`src/rtl/msi_bus_pkg.sv`:
```
// Shared types for the two-core MSI snooping bus controller.
// Command encodings, FSM states and bus geometry.
package msi_bus_pkg;

  localparam int ADDR_W = 8;
  localparam int NCORE  = 2;

  typedef enum logic [1:0] {
    CMD_NONE = 2'b00,
    CMD_RD   = 2'b01,
    CMD_RDX  = 2'b10,
    CMD_UPGR = 2'b11
  } cmd_e;

  typedef enum logic [2:0] {
    S_IDLE,
    S_GRANT,
    S_SNOOP,
    S_FLUSH,
    S_MEM,
    S_DONE
  } state_e;

endpackage

```
`src/rtl/msi_rr_arb.sv`:
```
// Two-way round-robin arbiter for the MSI bus.
// ptr names the favoured core; a lone requester always wins.
module msi_rr_arb
  import msi_bus_pkg::*;
(
  input  logic [NCORE-1:0] req,
  input  logic             ptr,
  output logic [NCORE-1:0] win
);

  always_comb begin
    win = '0;
    priority case (1'b1)
      req[ptr]:  win[ptr]  = 1'b1;
      req[!ptr]: win[!ptr] = 1'b1;
      default:   win       = '0;
    endcase
  end

endmodule

```
`src/rtl/msi_bus_ctrl.sv`:
```
// MSI snooping bus controller: arbitration, snoop, flush, memory read.
// Optional snoop/flush timeout enabled by MSI_BUS_TIMEOUT_EN.
module msi_bus_ctrl
  import msi_bus_pkg::*;
#(
  parameter int MEM_LAT  = 2,
  parameter int SNOOP_TO = 15
) (
  input  logic              clk,
  input  logic              reset,
  input  logic [NCORE-1:0]  req,
  input  logic [1:0]        cmd0,
  input  logic [1:0]        cmd1,
  input  logic [ADDR_W-1:0] addr0,
  input  logic [ADDR_W-1:0] addr1,
  output logic [NCORE-1:0]  gnt,
  output logic              bus_valid,
  output logic [1:0]        bus_cmd,
  output logic [ADDR_W-1:0] bus_addr,
  output logic              bus_src,
  input  logic              snoop_ack,
  input  logic              snoop_hit_m,
  input  logic              flush_valid,
  output logic              mem_rd,
  output logic              mem_wr,
  output logic [NCORE-1:0]  done,
  output logic              err
);

  localparam logic [3:0] MEM_LAST = 4'(MEM_LAT - 1);

  state_e            state;
  logic              ptr;
  logic [3:0]        mem_cnt;
  logic [NCORE-1:0]  win;
  logic [1:0]        sel_cmd;
  logic [ADDR_W-1:0] sel_addr;

  msi_rr_arb u_arb (
    .req (req),
    .ptr (ptr),
    .win (win)
  );

  assign sel_cmd  = win[1] ? cmd1 : cmd0;
  assign sel_addr = win[1] ? addr1 : addr0;

  // Writeback strobe follows the flush data beat directly.
  assign mem_wr = (state == S_FLUSH) && flush_valid;

`ifdef MSI_BUS_TIMEOUT_EN
  localparam logic [7:0] TMO_LAST = 8'(SNOOP_TO - 1);
  logic [7:0] tmo_cnt;
`else
  assign err = (SNOOP_TO == 0);
`endif

  always_ff @(posedge clk or posedge reset) begin
    if (reset) begin
      state     <= S_IDLE;
      ptr       <= 1'b0;
      mem_cnt   <= '0;
      gnt       <= '0;
      bus_valid <= 1'b0;
      bus_cmd   <= '0;
      bus_addr  <= '0;
      bus_src   <= 1'b0;
      mem_rd    <= 1'b0;
      done      <= '0;
`ifdef MSI_BUS_TIMEOUT_EN
      tmo_cnt   <= '0;
      err       <= 1'b0;
`endif
    end else begin
      bus_valid <= 1'b0;
      mem_rd    <= 1'b0;
      done      <= '0;
`ifdef MSI_BUS_TIMEOUT_EN
      err       <= 1'b0;
`endif
      unique case (state)
        S_IDLE: begin
          if (|req) begin
            state     <= S_GRANT;
            gnt       <= win;
            bus_src   <= win[1];
            bus_cmd   <= sel_cmd;
            bus_addr  <= sel_addr;
            bus_valid <= (sel_cmd != CMD_NONE);
          end
        end
        S_GRANT: begin
`ifdef MSI_BUS_TIMEOUT_EN
          tmo_cnt <= '0;
`endif
          if (bus_cmd == CMD_NONE) begin
            state <= S_DONE;
            done  <= gnt;
          end else begin
            state <= S_SNOOP;
          end
        end
        S_SNOOP: begin
          if (snoop_ack) begin
`ifdef MSI_BUS_TIMEOUT_EN
            tmo_cnt <= '0;
`endif
            if (snoop_hit_m) begin
              state <= S_FLUSH;
            end else if (bus_cmd == CMD_UPGR) begin
              state <= S_DONE;
              done  <= gnt;
            end else begin
              state   <= S_MEM;
              mem_rd  <= 1'b1;
              mem_cnt <= '0;
            end
          end
`ifdef MSI_BUS_TIMEOUT_EN
          else if (tmo_cnt == TMO_LAST) begin
            state <= S_DONE;
            done  <= gnt;
            err   <= 1'b1;
          end else begin
            tmo_cnt <= tmo_cnt + 8'd1;
          end
`endif
        end
        S_FLUSH: begin
          if (flush_valid) begin
            state <= S_DONE;
            done  <= gnt;
          end
`ifdef MSI_BUS_TIMEOUT_EN
          else if (tmo_cnt == TMO_LAST) begin
            state <= S_DONE;
            done  <= gnt;
            err   <= 1'b1;
          end else begin
            tmo_cnt <= tmo_cnt + 8'd1;
          end
`endif
        end
        S_MEM: begin
          if (mem_cnt == MEM_LAST) begin
            state <= S_DONE;
            done  <= gnt;
          end else begin
            mem_cnt <= mem_cnt + 4'd1;
          end
        end
        S_DONE: begin
          state <= S_IDLE;
          gnt   <= '0;
          ptr   <= ~bus_src;
        end
        default: state <= S_IDLE;
      endcase
    end
  end

endmodule

```
`config.mk`:
```
export PLATFORM = sky130hd
export DESIGN_NAME = msi_bus_ctrl
export DESIGN_NICKNAME = d
export VERILOG_FILES = /design/src/rtl/msi_bus_pkg.sv /design/src/rtl/msi_rr_arb.sv /design/src/rtl/msi_bus_ctrl.sv
export SDC_FILE = /design/constraint.sdc
export NUM_CORES = 1
export LEC_CHECK = 0
export CAP_MARGIN = 25
export CORE_ASPECT_RATIO = 0.5
export CORE_MARGIN = 1
export CORE_UTILIZATION = 45
export DETAILED_ROUTE_END_ITERATION = 12
export GPL_TIMING_DRIVEN = 0
export PLACE_DENSITY_LB_ADDON = 0.05
export RECOVER_POWER = 100
export SETUP_SLACK_MARGIN = 0.3
export SLEW_MARGIN = 20
export SYNTH_ARGS = -nofsm -noshare
export SYNTH_HDL_FRONTEND = slang
export SYNTH_SLANG_ARGS = --single-unit
```
`constraint.sdc`:
```
create_clock -name clk -period 1.5 [get_ports clk]
set_input_delay 0.3 -clock clk [delete_from_list [all_inputs] [get_ports clk]]
set_output_delay 0.3 -clock clk [all_outputs]
set_load 0.005 [all_outputs]
```
# Yosys cells after proc, flatten, opt, wreduce, memory -nomap -nowiden
# Index checks and enable logic that the tools add are counted.
word_totals:
  register_bits: 25
  word_cells: 84
op_classes:
  muxes: 40
  n_reduce_logical: 14
  n_eq_ne: 14
  addsub: 1
  order_cmp: 4
  bitwise: 1
op_table:
  columns: ["op", "count"]
  rows:
  - ["2-bit two-way mux", 10]
  - ["3-bit two-way mux", 6]
  - ["4-bit two-way mux", 4]
  - ["3-bit case mux with 5 select lines", 1]
  - ["2-bit != test (second input constant)", 7]
  - ["1-bit two-way mux", 13]
  - ["8-bit two-way mux", 1]
  - ["2-bit case mux with 4 select lines", 1]
  - ["4-bit case mux with 2 select lines", 1]
  - ["3-bit by 2-bit == test with 1-bit output (second input constant)", 2]
  - ["3-bit == test (second input constant)", 2]
  - ["2-bit nonzero test", 3]
  - ["5-bit AND reduction", 1]
  - ["4-bit by 1-bit adder with 4-bit output (second input constant)", 1]
  - ["4-bit by 1-bit == test with 1-bit output (second input constant)", 1]
  - ["1-bit by 2-bit < comparator with 1-bit output (second input constant)", 2]
  - ["2-bit case mux with 2 select lines", 1]
  - ["2-bit AND reduction", 2]
  - ["4-bit AND reduction", 1]
  - ["3-bit by 1-bit == test with 1-bit output (second input constant)", 1]
  - ["1-bit logical AND", 3]
  - ["3-bit logical NOT", 1]
  - ["1-bit demux with 1-bit select", 2]
  - ["2-bit == test (second input constant)", 1]
  - ["other kinds (5)", 6]

# Depth between registers and ports, before layout
depth:
  word_depth: 11
  ltp_mapped: 6
  mapped_depth_nobuf: 6

# By module
# A second synthesis with hierarchy kept.
unflattened:
  cells_unflattened: 136
  area_unflattened_um2: 1340.0
by_module_without_submodules:
  columns: ["module", "area_each_um2", "seq_area_each_um2", "instances", "cells_each"]
  rows:
  - ["msi_bus_ctrl", 1321.3, 625.6, 1, 133]
  - ["msi_rr_arb", 18.8, 0.0, 1, 3]

# Worst setup path after synthesis
# OpenSTA, ideal clock, no wires.
synth_timing:
  path_type: "register -> register"
  startpoint: "reg mem_cnt[1]"
  endpoint: "reg mem_cnt[2]"
  stages_incl_launch_ff: 7
  period_less_slack_ps: 1359
  arrival_ps: 1228
  path_slack_ps: 141
  path_buffers: 0
  path_cell_list: "dfrtp_1 -> inv_1 -> ha_1 -> or3b_4 -> nand3_1 -> xor2_1 -> nor2_1"
synth_via:
  elab_chain_len: 3
  word_cells_on_any_way: 6
  cone_classes: "add/sub (1); eq/ne (2); mux (2); reduce/logical (1)"
synth_lines:
  columns: ["item", "line_no", "rtl"]
  rows:
  - ["start: declaration", "msi_bus_ctrl.sv:34", "logic [3:0] mem_cnt;"]
  - ["start signal: assignment", "msi_bus_ctrl.sv:149", "mem_cnt <= mem_cnt + 4'd1;"]
  - ["4-bit by 1-bit adder with 4-bit output / 4-bit by 1-bit == test with 1-bit output (equally long branches)", "msi_bus_ctrl.sv:149, msi_bus_ctrl.sv:145", null]
  - ["4-bit two-way mux / 2-bit != test (equally long branches)", null, null]
  - ["4-bit case mux with 2 select lines / 5-bit AND reduction (equally long branches)", null, null]
# Parallel ways exist; a longest one is shown, timed or not. The select of a mux whose other input is x is not followed.
# A chain may end at the register's enable or synchronous reset.

# Final worst setup path
layout_timing:
  startpoint: "reg state[2]"
  endpoint: "out mem_wr"
layout_via:
  elab_chain_len: 2
layout_lines:
  columns: ["item", "line_no", "rtl"]
  rows:
  - ["start: declaration", "msi_bus_ctrl.sv:32", "state_e state;"]
  - ["start signal: assignment", "msi_bus_ctrl.sv:60", "state <= S_IDLE;"]
  - ["start signal: assignment", "msi_bus_ctrl.sv:84", "state <= S_GRANT;"]
  - ["start signal: assignment", "msi_bus_ctrl.sv:97", "state <= S_DONE;"]
  - ["3-bit by 2-bit == test with 1-bit output", "msi_bus_ctrl.sv:49", "assign mem_wr = (state == S_FLUSH) && flush_valid;"]
  - ["1-bit logical AND", "msi_bus_ctrl.sv:49", null]
  - ["end: declaration", "msi_bus_ctrl.sv:25", "output logic mem_wr,"]
# Every way passes these cells.

==> flow_metrics.env <==
export IMPL_rsz0062_at_grt="yes"
export IMPL_synth_seq_area_share_pct=44.3
export IMPL_rows=13
export IMPL_synth_distinct_cells=38
export IMPL_drv_slew=0
export IMPL_cpPeakStageDelay_ns=0.40
export IMPL_arrival_ns=1.21
export IMPL_netlist_area_mm2=0.00141
export IMPL_fin_crit_ns=1.51
export IMPL_violations="negative setup slack"
export IMPL_r2r_slack_ns=0.03
export IMPL_endpoint_kind="primary output"
export IMPL_crit_path_frequent_cell="buf_6"
export IMPL_dp_hpwl_um=2160
export IMPL_start_kind="register"
export IMPL_critical_path_top_delay_family="flip-flops"
export IMPL_setup_violations=1
export IMPL_reg2reg_to="done[1]$_DFF_PP0_"
export IMPL_synth_seq_cells=25
export IMPL_grt_overflow_total=0
export IMPL_endpoint="mem_wr"
export IMPL_max_cap_violations=0
export IMPL_start_util_pct=50.8
export IMPL_die_w_um=81.2
export IMPL_syn_num_nets=158
export IMPL_core_area_mm2=0.00278
export IMPL_synth_area_top_cells="dfrtp_1, o21ai_2, mux2i_1"
export IMPL_io_pins=46
export IMPL_n_antenna_cell=0
export IMPL_antenna_found_initial=0
export IMPL_fin_nets=238
export IMPL_grt_pass1_wl_um=5370
export IMPL_cts_hold_fix_buffers=0
export IMPL_cp_max_fo=2
export IMPL_die_area_mm2=0.00338
export IMPL_slowest_stage="dfrtp_1"
export IMPL_clock_latency_ns=0.27
export IMPL_setup_ws_ns=-0.00734
export IMPL_final_common_cell="buf_4"
export IMPL_power_leakage_nw=1.02
export IMPL_max_freq_mhz=663
export IMPL_synth_area_leader_cell="dfrtp_1"
export IMPL_drt_first_pass_iters=4
export IMPL_synth_avg_cell_area_um2=11.0
export IMPL_hold_class="primary input to async pin"
export IMPL_vias=1285
export IMPL_ctsHtreeMaxLevel=1
export IMPL_cts_root_buf="clkbuf_8"
export IMPL_finalCritPeriodShare_pct=100
export IMPL_gp_congestion=0.778
export IMPL_cts_tree="built"
export IMPL_final_cell_mix="buf_4, clkdlybuf4s50_1, dfrtp_1"
export IMPL_portBuffers=44
export IMPL_drive_above_1_share_pct=45.2
export IMPL_required_ns=1.20
export IMPL_dpl_cell_area_mm2=0.00194
export IMPL_hold_viol=0
export IMPL_postSynthCellCount=129
export IMPL_vias_per_cell=5.24
export IMPL_cts_inserted_buffers=3
export IMPL_critical_path_depth=4
export IMPL_drtIter0Drc=40
export IMPL_fin_skew_ns=0.00412
export IMPL_status="finished with violations"
export IMPL_async_flop_share_pct=100
export IMPL_avgRoutedWirePerCell_um=14.5
export IMPL_vdd_drop_max_v=0.00104
export IMPL_crit_start="state[2]$_DFFE_PP0P_"
export IMPL_grt_use_total_pct=21.4
export IMPL_crit_chain="buf_6, nor2b_4, and3_4, buf_6"
export IMPL_grt_max_degree=26
export IMPL_clockBufferDepth=2
export IMPL_clk_pin_slew_ns=0.08
export IMPL_areaGrowthSynthToFinish_pct=62.6
export IMPL_utilization_pct=82.6
export IMPL_p_per_area_mw_per_mm2=1880
export IMPL_synth_edff_count=0
export IMPL_routed_wl_um=3550
export IMPL_synth_top_area_share_pct=44.3
export IMPL_ant_nets=0
export IMPL_r2r_cells=6
export IMPL_r2r_start="state[1]$_DFFE_PP0P_"
export IMPL_die_h_um=41.6
export IMPL_drc_errors=0
export IMPL_ys_flop_type="dfrtp_1"
export IMPL_grt_pass1_vias=1251
export IMPL_yosys_warnings=0
export IMPL_cp_buffers_inverters=2
export IMPL_crit_type="register to primary output"
export IMPL_postLayoutCellArea_mm2=0.00230
export IMPL_cts_sink_count=25
## synth_stat cells (all sizes together), types with 4 or more instances
master	number
mux2i	10
buf	7
o21ai	17
inv	4
dfrtp	25
nand2	16
nor2	8
nor2b	4
## timing repair
item | CTS | global route
buffers inserted | 21 | 8
gates resized for setup | 56 | 25
setup endpoints to repair | 40 | 39
cloned | 0 | 1
pin swaps | 8 | 6
## worst reg2reg max path: stages (launching register included)
cell,delay [ns]
dfrtp_1,0.38
buf_6,0.12
buf_8,0.13
nand2b_4,0.16
nor4_2,0.34
nor4_4,0.10
nor2b_1,0.16
## worst min-delay path by stage
stage	start	end	slack, ns	depth (start not counted)
final	reset	bus_addr[6]$_DFFE_PP0P_	0.39	2
after global routing	reset	bus_addr[0]$_DFFE_PP0P_	0.41	2
after CTS	bus_addr[7]$_DFFE_PP0P_	bus_addr[7]$_DFFE_PP0P_	0.50	2
after detailed placement	bus_addr[5]$_DFFE_PP0P_	bus_addr[5]$_DFFE_PP0P_	0.47	2
after global placement	bus_addr[1]$_DFFE_PP0P_	bus_addr[1]$_DFFE_PP0P_	0.47	2
after floorplan	reset	bus_addr[0]$_DFFE_PP0P_	0.33	1
## cell families after synthesis
family          synth area share (%)
simple gates                    22.1
compound gates                  17.2
flops                           44.3
buf+inv                         6.11
mux                             7.09
fa+ha+maj                       1.77
xor+xnor                        1.24
other cells                    0.265
## cell type report
type	instances	area [um^2]
Timing Repair Buffer	75	662
Buffer	7	82.6
Inverter	4	15.0
Multi-Input combinational cell	93	818
Fill cell	172	484
Clock buffer	4	45.0
Tap cell	37	46.3
Sequential cell	25	628
## power breakdown
part / internal [mW] / switching, mW
Sequential: 0.977 / 0.174
Combinational: 1.48 / 1.28
Clock: 0.190 / 0.210
## registers in the layout, indices dropped and copies added, names as in the netlist
signal and flops:
state 3, gnt 2, mem_cnt 4, done 2, bus_addr 8, bus_src 1
bus_valid 1, bus_cmd 2, ptr 1, mem_rd 1
## routing by layer
layer | GRT usage [%] | vias up | wire length (um)
li1 | - | 622 | -
met1 | 24.0 | 617 | 1560
met2 | 36.1 | 37 | 1730
met3 | 7.69 | 9 | 194
met4 | 10.0 | 0 | 63
met5 | 0 | - | 0
## through the flow
step                hold slack [ns]  worst slack (ns)  instances  power, mW  setup TNS [ns]
floorplan                     0.327             0.170        129       2.49               0
global placement              0.470            -0.292        210       3.15           -3.02
detailed placement            0.474            -0.312        210       3.19           -3.26
CTS                           0.500            0.0266        235       3.99               0
global route                  0.409           -0.0700        245       4.60          -0.379
finish                        0.388          -0.00734        245       4.31        -0.00734
Power figures use the tool's default switching activity.
